$ cat config.mk
export PLATFORM = sky130hd
export DESIGN_NAME = hazard_scoreboard_flat
export DESIGN_NICKNAME = d
export VERILOG_FILES = /design/src/rtl/hazard_scoreboard_if.sv /design/src/rtl/hazard_scoreboard.sv /design/src/flat_wrapper.sv
export SDC_FILE = /design/constraint.sdc
export NUM_CORES = 1
export LEC_CHECK = 0
export CORE_MARGIN = 8
export CORE_UTILIZATION = 40
export CTS_BUF_LIST = sky130_fd_sc_hd__clkbuf_4
export DETAILED_ROUTE_END_ITERATION = 8
export HOLD_SLACK_MARGIN = 0.02
export PLACE_DENSITY = 0.65
export SLEW_MARGIN = 40
export SYNTH_ARGS = -nofsm -noshare
export SYNTH_HDL_FRONTEND = slang
export SYNTH_HIERARCHICAL = 1
export SYNTH_SLANG_ARGS = --single-unit
$ cat constraint.sdc
create_clock -name clk -period 3.05 [get_ports clk]
set_input_delay 0.61 -clock clk [delete_from_list [all_inputs] [get_ports clk]]
set_output_delay 0.61 -clock clk [all_outputs]
set_load 0.02 [all_outputs]
$ cat src/rtl/hazard_scoreboard_if.sv
// DX-side bundle of the hazard scoreboard: pipeline control, DX instruction
// fields in, forwarding selects / stall / perf counters out.
interface hazard_scoreboard_if #(
    parameter int NUM_SRC = 2,
    parameter int RA_W    = 5,
    parameter int CNT_W   = 16
);
    logic                    freeze;
    logic                    flush;
    logic                    clr_cnt;
    logic                    dx_valid;
    logic [NUM_SRC*RA_W-1:0] dx_src_addr;
    logic [NUM_SRC-1:0]      dx_src_used;
    logic [RA_W-1:0]         dx_dst_addr;
    logic                    dx_writes_rf;
    logic                    dx_is_load;
    logic [NUM_SRC*2-1:0]    fwd_sel;
    logic                    stall;
    logic [CNT_W-1:0]        stall_cnt;
    logic [CNT_W-1:0]        fwd_cnt;

    modport master (
        output freeze, flush, clr_cnt, dx_valid, dx_src_addr, dx_src_used,
               dx_dst_addr, dx_writes_rf, dx_is_load,
        input  fwd_sel, stall, stall_cnt, fwd_cnt
    );

    modport slave (
        input  freeze, flush, clr_cnt, dx_valid, dx_src_addr, dx_src_used,
               dx_dst_addr, dx_writes_rf, dx_is_load,
        output fwd_sel, stall, stall_cnt, fwd_cnt
    );
endinterface

$ cat src/rtl/hazard_scoreboard.sv
// Shadow XM/MW writer tracking beside DX: per-operand forwarding selects,
// load-use stall and saturating stall/forward counters.
module hazard_scoreboard_lane #(
    parameter int RA_W        = 5,
    parameter int ZERO_REG_EN = 1
) (
    input  logic            dx_valid,
    input  logic            src_used,
    input  logic [RA_W-1:0] src_addr,
    input  logic            xm_valid,
    input  logic [RA_W-1:0] xm_dst,
    input  logic            xm_is_load,
    input  logic            mw_valid,
    input  logic [RA_W-1:0] mw_dst,
    output logic [1:0]      sel_raw,
    output logic            load_hit
);
    logic eligible, xm_hit, mw_hit;

    assign eligible = dx_valid && src_used && !((ZERO_REG_EN != 0) && (src_addr == '0));
    assign xm_hit   = eligible && xm_valid && (xm_dst == src_addr);
    assign mw_hit   = eligible && mw_valid && (mw_dst == src_addr);
    assign load_hit = xm_hit && xm_is_load;

    // Any XM match shadows MW, even a load that cannot forward yet.
    always_comb begin
        sel_raw = 2'b00;
        if (xm_hit) sel_raw = xm_is_load ? 2'b00 : 2'b10;
        else if (mw_hit) sel_raw = 2'b01;
    end
endmodule

module hazard_scoreboard #(
    parameter int NUM_SRC     = 2,
    parameter int RA_W        = 5,
    parameter int ZERO_REG_EN = 1,
    parameter int CNT_W       = 16
) (
    input  logic               clk,
    input  logic               n_reset,
    hazard_scoreboard_if.slave bus
);
    typedef struct packed {
        logic            valid;
        logic [RA_W-1:0] dst;
        logic            is_load;
    } ent_t;

    localparam logic [CNT_W-1:0] CNT_MAX = '1;
    localparam logic [CNT_W-1:0] CNT_ONE = {{(CNT_W-1){1'b0}}, 1'b1};

    ent_t                       xm, mw;
    logic [NUM_SRC-1:0][1:0]    sel_raw;
    logic [NUM_SRC-1:0]         load_hit;
    logic                       stall_int, fwd_evt, dst_zero, xm_take;
    logic [CNT_W-1:0]           stall_cnt_q, fwd_cnt_q;

    for (genvar i = 0; i < NUM_SRC; i++) begin : g_lane
        hazard_scoreboard_lane #(
            .RA_W        (RA_W),
            .ZERO_REG_EN (ZERO_REG_EN)
        ) u_lane (
            .dx_valid   (bus.dx_valid),
            .src_used   (bus.dx_src_used[i]),
            .src_addr   (bus.dx_src_addr[i*RA_W +: RA_W]),
            .xm_valid   (xm.valid),
            .xm_dst     (xm.dst),
            .xm_is_load (xm.is_load),
            .mw_valid   (mw.valid),
            .mw_dst     (mw.dst),
            .sel_raw    (sel_raw[i]),
            .load_hit   (load_hit[i])
        );
    end

    assign stall_int = !bus.flush && (|load_hit);
    assign fwd_evt   = bus.dx_valid && !stall_int && !bus.flush && (|sel_raw);
    assign dst_zero  = (ZERO_REG_EN != 0) && (bus.dx_dst_addr == '0);
    // A stalled or flushed DX slot becomes the bubble that enters XM.
    assign xm_take   = bus.dx_valid && bus.dx_writes_rf && !stall_int && !bus.flush && !dst_zero;

    assign bus.stall     = stall_int;
    assign bus.fwd_sel   = stall_int ? '0 : sel_raw;
    assign bus.stall_cnt = stall_cnt_q;
    assign bus.fwd_cnt   = fwd_cnt_q;

    always_ff @(posedge clk or negedge n_reset) begin
        if (!n_reset) begin
            xm <= '0;
            mw <= '0;
        end else if (!bus.freeze) begin
            mw       <= xm;
            xm.valid <= xm_take;
            xm.dst   <= bus.dx_dst_addr;
            xm.is_load <= bus.dx_is_load;
        end
    end

    // Clear beats increment and is honoured even while frozen.
    always_ff @(posedge clk or negedge n_reset) begin
        if (!n_reset) begin
            stall_cnt_q <= '0;
            fwd_cnt_q   <= '0;
        end else if (bus.clr_cnt) begin
            stall_cnt_q <= '0;
            fwd_cnt_q   <= '0;
        end else if (!bus.freeze) begin
            if (stall_int && stall_cnt_q != CNT_MAX) stall_cnt_q <= stall_cnt_q + CNT_ONE;
            if (fwd_evt && fwd_cnt_q != CNT_MAX)     fwd_cnt_q   <= fwd_cnt_q + CNT_ONE;
        end
    end
endmodule

$ cat src/flat_wrapper.sv
// flat-port wrapper written by rule: the top's interface ports become plain ports
module hazard_scoreboard_flat 
#(
    parameter int NUM_SRC     = 2,
    parameter int RA_W        = 5,
    parameter int ZERO_REG_EN = 1,
    parameter int CNT_W       = 16
)
  (clk, n_reset, bus_freeze, bus_flush, bus_clr_cnt, bus_dx_valid, bus_dx_src_addr, bus_dx_src_used, bus_dx_dst_addr, bus_dx_writes_rf, bus_dx_is_load, bus_fwd_sel, bus_stall, bus_stall_cnt, bus_fwd_cnt);
  hazard_scoreboard_if #(.NUM_SRC(NUM_SRC), .RA_W(RA_W), .CNT_W(CNT_W)) bus_i ();
  input  logic clk;
  input  logic n_reset;
  input wire logic [$bits(bus_i.freeze)-1:0] bus_freeze;
  input wire logic [$bits(bus_i.flush)-1:0] bus_flush;
  input wire logic [$bits(bus_i.clr_cnt)-1:0] bus_clr_cnt;
  input wire logic [$bits(bus_i.dx_valid)-1:0] bus_dx_valid;
  input wire logic [$bits(bus_i.dx_src_addr)-1:0] bus_dx_src_addr;
  input wire logic [$bits(bus_i.dx_src_used)-1:0] bus_dx_src_used;
  input wire logic [$bits(bus_i.dx_dst_addr)-1:0] bus_dx_dst_addr;
  input wire logic [$bits(bus_i.dx_writes_rf)-1:0] bus_dx_writes_rf;
  input wire logic [$bits(bus_i.dx_is_load)-1:0] bus_dx_is_load;
  output wire logic [$bits(bus_i.fwd_sel)-1:0] bus_fwd_sel;
  output wire logic [$bits(bus_i.stall)-1:0] bus_stall;
  output wire logic [$bits(bus_i.stall_cnt)-1:0] bus_stall_cnt;
  output wire logic [$bits(bus_i.fwd_cnt)-1:0] bus_fwd_cnt;
  assign bus_i.freeze = bus_freeze;
  assign bus_i.flush = bus_flush;
  assign bus_i.clr_cnt = bus_clr_cnt;
  assign bus_i.dx_valid = bus_dx_valid;
  assign bus_i.dx_src_addr = bus_dx_src_addr;
  assign bus_i.dx_src_used = bus_dx_src_used;
  assign bus_i.dx_dst_addr = bus_dx_dst_addr;
  assign bus_i.dx_writes_rf = bus_dx_writes_rf;
  assign bus_i.dx_is_load = bus_dx_is_load;
  assign bus_fwd_sel = bus_i.fwd_sel;
  assign bus_stall = bus_i.stall;
  assign bus_stall_cnt = bus_i.stall_cnt;
  assign bus_fwd_cnt = bus_i.fwd_cnt;
  hazard_scoreboard #(.NUM_SRC(NUM_SRC), .RA_W(RA_W), .ZERO_REG_EN(ZERO_REG_EN), .CNT_W(CNT_W)) u_core (.clk(clk), .n_reset(n_reset), .bus(bus_i));
endmodule
==> results of run 1 <==
worst reg2reg max path, delay by kind of cell, from the launching register on:
kind,cells,cell delay (ps)
compound gates,1,140
buf+inv,1,170
simple gates,6,1900
flops,1,490
xor+xnor,1,170
cell families (layout without fill, tap and decap cells):
group,after synthesis,count (layout),share of synthesized area
flip-flops,45,45,0.4184
XOR/XNOR,20,20,0.06508
multiplexers,18,18,0.07485
adder cells (fa/ha/maj),2,2,0.009297
AND/OR/NAND/NOR,123,123,0.2659
buffers and inverters,21,117,0.03022
AO/OA/AOI/OAI,55,55,0.1362
area by class of cell:
cell class / instances / area (um2) / area share
clock buffer: 5 / 37.54 / 0.009881
clock inverter: 3 / 25.02 / 0.006588
inverter: 9 / 33.78 / 0.008893
multi-input combinational: 218 / 1602 / 0.4216
sequential: 45 / 1129 / 0.2971
tap: 80 / 100.1 / 0.02635
timing repair buffer: 100 / 872.1 / 0.2296
path summary, 6_finish.rpt:
check,start,cells past startpoint,end
max,bus_dx_src_addr[3],8,u_core/bus.fwd_cnt[11]$_DFFE_PN0P_
min reg2reg,u_core/mw[6]$_DFFE_PN0N_,1,u_core/mw[6]$_DFFE_PN0N_
max reg2reg,u_core/xm[3]$_DFFE_PN0N_,9,u_core/bus.fwd_cnt[11]$_DFFE_PN0P_
max in group asynchronous,n_reset,2,u_core/bus.stall_cnt[10]$_DFFE_PN0P_
min in group clk,u_core/mw[6]$_DFFE_PN0N_,1,u_core/mw[6]$_DFFE_PN0N_
min,n_reset,1,u_core/bus.fwd_cnt[1]$_DFFE_PN0P_
report_power, final:
group	leakage, nW	total [mW]	internal, mW	switching [mW]
sequential	0.601	0.645	0.617	0.0282
clock	0.0322	0.316	0.0960	0.220
combinational	0.816	0.157	0.0840	0.0728
flip-flops by register name, indices dropped and copies added (netlist names):
register              flops
u_core/bus.stall_cnt     16
u_core/bus.fwd_cnt       16
u_core/mw                 6
u_core/xm                 7
placed cells by master, fill, tap and decap left out, drive strengths merged, types with 11 or more instances in the layout:
| cell | count |
|---|---|
| a21oi | 20 |
| buf | 45 |
| clkdlybuf4s50 | 45 |
| dfrtp | 45 |
| inv | 11 |
| mux2 | 17 |
| nand2 | 13 |
| nand3 | 16 |
| nor2 | 13 |
| nor4 | 15 |
| o31ai | 14 |
| or4 | 18 |
| xor2 | 16 |
what timing repair did:
action,in CTS,in global routing
pin swaps,13,9
endpoints found under the hold margin,0,0
endpoints found under the setup margin,22,21
gates resized for setup,41,14
gates cloned,1,0
buffers inserted,2,2
through the flow:
stage | power [mW] | hold WS [ps] | std cells | utilization | instance area (um2)
finish | 1.118 | 234.3 | 460 | 0.5718 | 3799
global route | 1.176 | 257.1 | 460 | 0.5718 | 3799
CTS | 1.126 | 246.2 | 458 | 0.5618 | 3732
detailed placement | 0.8021 | 548.1 | 447 | 0.5467 | 3632
global placement | 0.8000 | 545.7 | 447 | 0.5467 | 3632
floorplan | 0.7175 | 314.4 | 284 | - | 2719
per-layer routing:
| metal | vias up | part of all wire | GRT usage |
|---|---|---|---|
| met5 | - | 0 | 0 |
| met4 | 0 | 0.0084 | 0.04317 |
| met3 | 6 | 0.049 | 0.04267 |
| met2 | 51 | 0.50 | 0.2597 |
| met1 | 1263 | 0.45 | 0.1986 |
| li1 | 1286 | - | - |
==> results.py, run 1 <==
metrics = {
    "detailed_routing": {
        "drtIter0Drc": 99,
        "wire_per_inst_um": 16.57,
        "firstDrtPassIters": 4,
        "post-route-drc-count": 0,
        "vias_per_cell": 5.665,
        "routed_wl_um": 7620,
        "antenna_left": 0,
        "vias": 2606,
    },
    "yosys": {
        "synth_commonest_cells": "dfrtp_1, a21oi_1, or4_1, mux2_2",
        "synth.net_count": 311,
        "ys.flop_type": "dfrtp_1",
        "yosysSeqAreaShare": 0.4184,
        "yosys_warnings": 6,
        "synth_top_area_frac": 0.4184,
        "ys_types": 37,
        "yosys.area.top_type": "dfrtp_1",
        "yosysMostFrequentCell": "dfrtp_1",
        "synth.area.top_cells": "dfrtp_1, mux2_2, xor2_1, or4_1, o31ai_1",
        "async_reset_ff_frac": 1.000,
        "ys_ff_latch": 45,
        "syn_area_um2": 2691,
        "avgSynthCellArea_um2": 9.477,
        "synth_edf_count": 0,
        "syn_inst": 284,
    },
    "place": {
        "pre_cts_slack_ps": -672.1,
        "dpl.hpwl_um": 5552,
        "port_buffers": 61,
        "gp_congestion": 0.8538,
    },
    "clock_network": {
        "cts_buffer_depth": 2,
        "cts_root_buf": "clkbuf_4",
        "numCtsBuffers": 5,
        "h-tree-depth": 2,
        "holdBufCountCts": 0,
        "clkSinkCount": 45,
        "insertion_delay_ps": 370,
        "clkTransAtPathRegs_ps": 160,
        "cts_tree": "yes",
    },
    "global_route": {
        "grt_overflow": 0,
        "grt_max_degree": 30,
        "antenna_found_initial": 0,
        "grt_pass1_vias": 2531,
        "grt_usage": 0.1581,
        "grt_first_pass_wirelength_um": 12630,
    },
    "timing": {
        "layout_setup_ws_ps": 2.411,
        "worst_pin_slew_ps": 697.1,
        "period_minus_slack_ps": 3048,
        "slew_violations": 0,
        "min_period_over_period": 0.9992,
        "setup_viol": 0,
        "finalHoldViolCount": 0,
        "fin_skew_ps": 14.57,
        "tns_ps": 0,
        "fmax_mhz": 328.1,
        "relSlewSlack": 0.5317,
    },
    "setup_path": {
        "crit_chain": "dlygate4sd2_1, or4_4, o211ai_4, nor3_2, or3b_4, or4_4, or4_4, a21oi_2",
        "startpoint_type": "input port",
        "critPathKind": "input port to flop",
        "cpMaxStageDelayCell": "or4_4",
        "crit_fanout": 8,
        "cp_common_cell": "or4_4",
        "crit_family": "simple AND/OR/NAND/NOR gates",
        "cp.required_ps": 3360,
        "reg2reg_slack_ps": 120,
        "cp_slowest_stage_delay_ps": 570,
        "critPathBufInv": 1,
        "worst_setup_path_end_kind": "flop",
        "cp.arrival_ps": 3360,
    },
    "die": {
        "core_area_um2": 6644,
        "die_h_um": 98.03,
        "num_rows": 30,
        "dieArea_um2": 9609,
        "start_util": 0.4051,
        "die_x_um": 98.03,
        "io_pins": 62,
    },
    "power": {
        "power_density_nw_per_um2": 294.3,
        "p_leak_nw": 1.449,
        "ir_drop_mv": 0.1304,
    },
    "outcome": {
        "status": "completed",
    },
    "run": {
        "drv_cap": 0,
    },
    "layout": {
        "syn_to_final_growth_pct": 41.14,
        "n_antenna_cell": 0,
        "layout-drive-gt1-share": 0.2632,
        "finalNetCount": 406,
        "fillers": 591,
    },
    "worst_hold_path": {
        "hp-class": "input port to async pin",
    },
}
(Power assumes the default switching activity.)
==> inputs of run 2 (changes only) <==
--- a/config.mk
+++ b/config.mk
@@ -8,6 +8,7 @@
 export CORE_MARGIN = 8
 export CORE_UTILIZATION = 40
 export CTS_BUF_LIST = sky130_fd_sc_hd__clkbuf_4
+export CTS_CLUSTER_SIZE = 24
 export DETAILED_ROUTE_END_ITERATION = 8
 export HOLD_SLACK_MARGIN = 0.02
 export PLACE_DENSITY = 0.65
==> results of run 2 <==
Final layout, timing and power as in run 1 (identical DEF).
